## src/rtl/ts_pattern_src.sv

```systemverilog
// MPEG-TS test-pattern source: counter / PRBS / constant / null payload, delayed through a
// LAT-deep fs_en-gated pipeline. Define TS_PATTERN_CC_EN to enable the continuity counter.
module ts_pattern_src #(
  parameter int unsigned PKT_LEN = 188,
  parameter int unsigned LAT     = 10
) (
  input  logic        sys_clk,
  input  logic        rst_n,
  input  logic        fs_en,
  input  logic        ts_rd_head,
  input  logic        ts_rd_vld,
  input  logic [1:0]  mode,
  input  logic [12:0] pid,
  input  logic [7:0]  fill_byte,
  output logic        oe_head,
  output logic        oe,
  output logic [7:0]  symbol_out,
  output logic [15:0] pkt_cnt,
  output logic        short_pkt
);
  typedef enum logic [1:0] {
    M_COUNT = 2'd0,
    M_PRBS  = 2'd1,
    M_CONST = 2'd2,
    M_NULL  = 2'd3
  } mode_e;

  localparam logic [7:0]  LAST_IDX  = 8'(PKT_LEN - 1);
  localparam logic [14:0] LFSR_SEED = 15'h4A80;

  logic [7:0]  r_idx;
  mode_e       r_mode;
  logic [12:0] r_pid;
  logic [7:0]  r_fill;
  logic [14:0] r_lfsr;
  logic [15:0] r_pkt_cnt;
  logic        r_short;

  logic [3:0]  w_cc;
  logic [14:0] w_lfsr_nxt;
  logic [7:0]  w_prbs;
  logic [7:0]  w_sym;
  logic        w_first;
  logic        w_last;
  logic        w_payload;
  logic        w_pkt_done;

  logic        r_pipe_vld  [LAT];
  logic        r_pipe_head [LAT];
  logic [7:0]  r_pipe_sym  [LAT];

  assign w_first    = (r_idx == '0);
  assign w_last     = (r_idx == LAST_IDX);
  assign w_payload  = (r_idx > 8'd3);
  assign w_pkt_done = fs_en && ts_rd_vld && w_last;

  // x^15+x^14+1: each step emits s[14]^s[13] and shifts it in at the LSB; first bit is the byte MSB.
  always_comb begin
    w_lfsr_nxt = r_lfsr;
    w_prbs     = '0;
    for (int unsigned k = 0; k < 8; k++) begin
      w_prbs     = {w_prbs[6:0], w_lfsr_nxt[14] ^ w_lfsr_nxt[13]};
      w_lfsr_nxt = {w_lfsr_nxt[13:0], w_lfsr_nxt[14] ^ w_lfsr_nxt[13]};
    end
  end

  always_comb begin
    w_sym = '0;
    if (ts_rd_vld) begin
      if (w_first) begin
        w_sym = 8'h47;
      end else if (r_idx == 8'd1) begin
        w_sym = (r_mode == M_NULL) ? 8'h5F : {3'b010, r_pid[12:8]};
      end else if (r_idx == 8'd2) begin
        w_sym = (r_mode == M_NULL) ? 8'hFF : r_pid[7:0];
      end else if (r_idx == 8'd3) begin
        w_sym = {4'b0001, w_cc};
      end else begin
        case (r_mode)
          M_COUNT: w_sym = r_idx;
          M_PRBS:  w_sym = w_prbs;
          M_CONST: w_sym = r_fill;
          default: w_sym = 8'hFF;
        endcase
      end
    end
  end

  always_ff @(posedge sys_clk or negedge rst_n) begin
    if (!rst_n) begin
      r_idx     <= '0;
      r_mode    <= M_COUNT;
      r_pid     <= '0;
      r_fill    <= '0;
      r_lfsr    <= LFSR_SEED;
      r_pkt_cnt <= '0;
      r_short   <= 1'b0;
    end else if (fs_en) begin
      r_short <= !ts_rd_vld && !w_first;
      if (ts_rd_vld) begin
        r_idx <= w_last ? '0 : r_idx + 8'd1;
        if (w_first) begin
          r_mode <= mode_e'(mode);
          r_pid  <= pid;
          r_fill <= fill_byte;
        end
        if (w_payload && r_mode == M_PRBS) r_lfsr <= w_lfsr_nxt;
        if (w_last) r_pkt_cnt <= r_pkt_cnt + 16'd1;
      end else begin
        r_idx <= '0;
      end
    end
  end

`ifdef TS_PATTERN_CC_EN
  logic [3:0] r_cc;
  always_ff @(posedge sys_clk or negedge rst_n) begin
    if (!rst_n) r_cc <= '0;
    else if (w_pkt_done && r_mode != M_NULL) r_cc <= r_cc + 4'd1;
  end
  assign w_cc = r_cc;
`else
  assign w_cc = '0;
`endif

  always_ff @(posedge sys_clk or negedge rst_n) begin
    if (!rst_n) begin
      for (int unsigned i = 0; i < LAT; i++) begin
        r_pipe_vld[i]  <= 1'b0;
        r_pipe_head[i] <= 1'b0;
        r_pipe_sym[i]  <= '0;
      end
    end else if (fs_en) begin
      r_pipe_vld[0]  <= ts_rd_vld;
      r_pipe_head[0] <= ts_rd_head;
      r_pipe_sym[0]  <= w_sym;
      for (int unsigned i = 1; i < LAT; i++) begin
        r_pipe_vld[i]  <= r_pipe_vld[i-1];
        r_pipe_head[i] <= r_pipe_head[i-1];
        r_pipe_sym[i]  <= r_pipe_sym[i-1];
      end
    end
  end

  assign oe         = r_pipe_vld[LAT-1];
  assign oe_head    = r_pipe_head[LAT-1];
  assign symbol_out = r_pipe_sym[LAT-1];
  assign pkt_cnt    = r_pkt_cnt;
  assign short_pkt  = r_short;

endmodule

```

## config.mk

```make
export PLATFORM = sky130hd
export DESIGN_NAME = ts_pattern_src
export DESIGN_NICKNAME = d
export VERILOG_FILES = /design/src/rtl/ts_pattern_src.sv
export SDC_FILE = /design/constraint.sdc
export NUM_CORES = 1
export LEC_CHECK = 0
export CORE_ASPECT_RATIO = 0.5
export CORE_MARGIN = 3
export CORE_UTILIZATION = 50
export DETAILED_ROUTE_END_ITERATION = 8
export GPL_TIMING_DRIVEN = 1
export PLACE_DENSITY_LB_ADDON = 0.2
export SYNTH_ARGS = -nofsm -noshare
export SYNTH_HDL_FRONTEND = slang
export SYNTH_SLANG_ARGS = --single-unit
```

## constraint.sdc

```tcl
create_clock -name sys_clk -period 2.65 [get_ports sys_clk]
set_input_delay 0.3975 -clock sys_clk [delete_from_list [all_inputs] [get_ports sys_clk]]
set_output_delay 0.3975 -clock sys_clk [all_outputs]
set_load 0.01 [all_outputs]
```

; ---- After elaboration in Yosys (flattened, before gate mapping)
; Index checks and enable logic that the tools add are counted.
[classes]
add_sub_neg = 2
magnitude_cmp = 1
n_eq_ne = 7
mux = 10
bitwise = 8
reduce_logical = 9
[op_table]
columns = cell, count
row1 = 2-to-1 mux 8 bit, 8
row2 = case mux 8 bit (3 select lines), 1
row3 = "adder 16 x 1 -> 16 bit, second input constant", 1
row4 = "== test 8 x 2 -> 1 bit, second input constant", 2
row5 = AND reduction 3 bit, 3
row6 = "adder 8 x 1 -> 8 bit, second input constant", 1
row7 = "== test 8 x 1 -> 1 bit, second input constant", 1
row8 = "== test 8 bit, second input constant", 1
row9 = "greater-than comparator 8 x 2 -> 1 bit, second input constant", 1
row10 = zero test 8 bit, 1
row11 = bitwise XOR 1 bit, 8
row12 = 2-to-1 mux 5 bit, 1
row13 = "== test 2 bit, second input constant", 2
row14 = "== test 2 x 1 -> 1 bit, second input constant", 1
row15 = logical AND 1 bit, 2
row16 = zero test 1 bit, 2
row17 = zero test 2 bit, 1
[word_totals]
ff_bits = 163
out_inout_bits = 27
word_cells = 74

; ---- Longest topological paths before layout
[logic_depth]
word_depth = 7
mapped_depth = 7
ltp_nobuf = 6

; ---- Worst setup path before layout
; OpenSTA, ideal clock, no wires.
[synth_path]
path_kind = reg-to-reg
startpoint = register r_idx[3]
endpoint = register r_fill[0]
setup_ps = 125
arrival_ps = 1869
slack_ps = 656
path_stages_with_launch = 7
path_buffers = 2
synth_period_minus_slack_ps = 1994
path_cell_list = dfrtp_1 > clkbuf_2 > or4_4 > nor3_4 > nand3_4 > buf_6 > mux2_4
[synth_between]
elab_chain_len = 2
[synth_rtl]
columns = element, line_no
row1 = from (decl), 31  ; logic [7:0] r_idx;
row2 = from (signal assigned), 101  ; r_idx <= w_last ? '0 : r_idx + 8'd1;
row3 = zero test 8 bit, 52  ; assign w_first = (r_idx == '0);
row4 = AND reduction 3 bit (no source line), n/a
row5 = to (signal assigned), 105  ; r_fill <= fill_byte;
row6 = to (decl), 34  ; logic [7:0] r_fill;
; No other way between the ends.
; A chain may end at the register's enable or synchronous reset.

; ---- Final worst setup path
[layout_path]
startpoint = register r_idx[4]
endpoint = register r_fill[3]
; Same word-level chain as after synthesis.

==> metrics.md <==
| Metric | Value |
|---|---|
| Filler cells | `1,042` |
| CTS H-tree lvls | `4` |
| Hold Fails Final Rpt | `0` |
| DRC | `0` |
| Post-DP HPWL | `7800 um` |
| Via count | `4,061` |
| Power, Total | `0.00776 W` |
| Setup CP Type | `reg -> reg` |
| Period utilisation layout | `88.8%` |
| Final setup margin | `around 0.30 ns` |
| Launch point of the worst reg-to-reg path | `r_idx[4]` |
| Met3 Track Usage GR | `4.03%` |
| Max-slew violation count | `0` |
| Clock transition at path regs | `0.08 ns` |
| Cell Rows | `29` |
| Worst-skew pair later-pin latency | `0.42 ns` |
| Maximum root-to-sink buffer count | `2` |
| Critical path startpoint category | `flip-flop` |
| Pleak | `roughly 3.8 nW` |
| CP cell instances | `or4_4 -> nor3_4 -> nand3_4 -> mux2_4` |
| Crit-path slowest cell | `or4_4` |
| Cts hold-fix bufs | `1` |
| Max Fclk | `425 MHz` |
| Most common cell after layout, fill and taps aside | `dfrtp_1` |
| Commonest non-fill, non-tap cells in the layout | `159 x dfrtp_1, 103 x mux2_2, 52 x clkdlybuf4s50_1` |
| CTS tree | `built` |
| Worst Reg-to-Reg Cells | `4` |
| Top Ports | `55` |
| First-pass DRT Iterations | `4` |
| Synth top area cells | `dfrtp_1 57%, mux2_2 17%, mux2_4 4.3%, xnor2_1 2.6%, dfstp_2 1.5%` |
| Max Clock Skew | `~0.016 ns` |
| Clock sinks | `about 160` |
| Worst path arrival time | `2.65 ns` |
| Register Area | `0.00408 mm2` |
| Reg2Reg Setup Slack | `a little under 0.3 ns` |
| Pin count of the biggest net entering global routing | `113` |
| Reg2reg end | `r_fill[3]` |
| Layout cells sized above 1 | `31.0%` |
| Routing usage on met2 | `25.0%` |
| Post-DRT Antenna Nets | `0` |
| Syn Inst Count | `514` |
| Global route hottest layer | `met2` |
| Multi-input logic area | `roughly 0.0027 mm2` |
| Die Y | `between 80 and 90 um` |
| Initial DRC Count | `435` |
| Number of global-route vias before repair | `4,027` |
| Post-cts resize count | `0` |
| Pre-CTS WS | `0.300 ns` |
| Peak VDD IR | `0.533 mV` |
| Unrepaired setup endpoints after global routing | `false` |
| Fin crit period | `2.35 ns` |
| Ys Warns | `0` |
| Synth cell types | `53` |
| Hold WC Path Type | `reg -> reg` |
| Clk root buf | `clkbuf_16` |
| Rel. slew slack | `55.1%` |
| Slowest cell delay on critical path | `0.58 ns` |
| Max-Cap Viols | `0` |
| Worst Setup SP | `r_idx[4]` |
| DRT Wirelength | `around 12,000 um` |
| Die X-Extent | `173 um` |
| Worst slew pin tran | `0.666 ns` |
| Yosys top cell by area | `dfrtp_1` |
| Initial Utilization | `a little over half` |
| Worst setup path endpoint | `r_fill[3]` |
| Crit Path Max Fanout | `23` |
| Buffers on Ports | `54` |
| Synth Register Bits | `~160` |
| Pwr/cell area | `between 900 and 1000 mW/mm2` |
| Post-CTS Setup Bufs | `0` |
| Core ar. | `approximately 0.013 mm2` |
| Die Area | `0.0155 mm2` |
| Mapped cell area | `0.00699 mm2` |
| Worst EP required | `2.95 ns` |
| First-pass GRT wire length | `20,400 um` |
| Sequential element share of the synthesized area | `58.5%` |
| Num CTS Buffers | `17` |
| M1 GR Usage | `23.8%` |
| Total gr overflow | `0` |
| Vias per inst | `about 5.3` |
| Avg Inst Size Synth | `13.6 um2` |
| GRT Total Usage | `16.5%` |
| Total Nets Final | `595` |
| Placer Congestion | `roughly 0.89` |
| P&R area growth vs syn | `18.7%` |
| Sum Neg Setup Slack | `0 ns` |
| Synth Net Count | `547` |
| Run status | `completed` |
| Top cell type's share of synthesized area | `57.0%` |
| ANT cells | `0` |
| Final setup fails | `0` |
| Initial antenna violation count | `0` |
| CP Capture Type | `flip-flop` |
| DR WL/cell | `15.7 um` |
[metal layers]
metal	vias up	wire [um]
met5	-	0
li1	1936	-
met2	91	5260
met3	10	514
met1	2024	6090
met4	0	76
[registers in the layout (all words and copies together), names as in the netlist]
name,cells
oe,1
oe_head,1
pkt_cnt,16
r_fill,8
r_idx,8
r_lfsr,15
r_mode,2
r_pid,13
r_pipe_head,9
r_pipe_sym,72
r_pipe_vld,9
short_pkt,1
symbol_out,8
[worst min path at each step]
stage	cells after the start	from	end
finish	1	r_pipe_head[1]	oe_head
global route	1	r_pipe_sym[45]	r_pipe_sym[37]
CTS	1	r_pipe_head[1]	oe_head
detailed placement	1	rst_n	pkt_cnt[1]
global placement	1	rst_n	pkt_cnt[1]
floorplan	0	rst_n	oe
[through the flow]
stage | std cells | hold slack (ns) | instance area (um2) | util [%]
2_1_floorplan | 514 | 0.102 | 6990 | -
3_3_place_gp | 728 | 0.438 | 7680 | 58.4
3_5_place_dp | 728 | 0.442 | 7680 | 58.4
4_1_cts | 761 | 0.498 | 8290 | 63.1
5_1_grt | 761 | 0.509 | 8290 | 63.1
6_report | 761 | 0.491 | 8290 | 63.1
[power by group]
group	internal (W)	total [W]	switching (W)
combinational	0.000967	0.00156	0.000589
clock	0.00136	0.00247	0.00111
sequential	0.00326	0.00374	0.000478
total	0.00559	0.00776	0.00218
[layout make-up]
cell class / instances / area share (%)
clock buffer: 17 / 5.13
clock inverter: 15 / 2.16
inverter: 11 / 0.498
multi-input combinational: 305 / 32.4
sequential: 163 / 49.3
tap: 186 / 2.81
timing repair buffer: 64 / 7.74
[cell usage after synthesis, drive strengths merged]
| master | instances |
|---|---|
| and3 | 7 |
| a311o | 3 |
| o21ai | 14 |
| a22o | 1 |
| dfrtp | 159 |
| dfstp | 4 |
| xnor2 | 21 |
| a31oi | 3 |
| o311a | 1 |
| xor2 | 3 |
| clkbuf | 22 |
| a41oi | 1 |
| o22a | 1 |
| nand4 | 7 |
| ha | 5 |
| inv | 11 |
| mux2 | 123 |
| a21o | 1 |
| a21oi | 13 |
| nor4 | 4 |
| nand4bb | 1 |
| a31o | 1 |
| nor2b | 6 |
| or3 | 2 |
| and4 | 2 |
| nand3 | 10 |
| nand2 | 14 |
| nor2 | 22 |
| o22ai | 2 |
| and2 | 2 |
| nor3 | 3 |
| a211o | 2 |
| nor3b | 3 |
| or4 | 2 |
| a211oi | 3 |
| o211ai | 1 |
| mux2i | 4 |
| or2 | 2 |
| o221ai | 5 |
| buf | 13 |
| a221o | 4 |
| nand2b | 5 |
| a2111oi | 1 |
[logic make-up (layout without fill, tap and decap cells)]
family	count (synthesis)	in the layout	share of synthesized area (%)
AOI/OAI and AO/OA	57	57	5.57
xor gates and xnor gates	24	24	3.01
adders and majority gates	5	5	0.896
buffers and inverters	46	107	3.15
DFF	163	163	58.5
muxes	127	127	21.5
and+or+nand+nor	92	92	7.43
[critical path: cells and delay by family (launching register included)]
family,cells,cell delay (ns)
simple gates,3,1.33
mux,1,0.43
flops,1,0.46
Note: power is estimated with default switching activity, not from simulation.
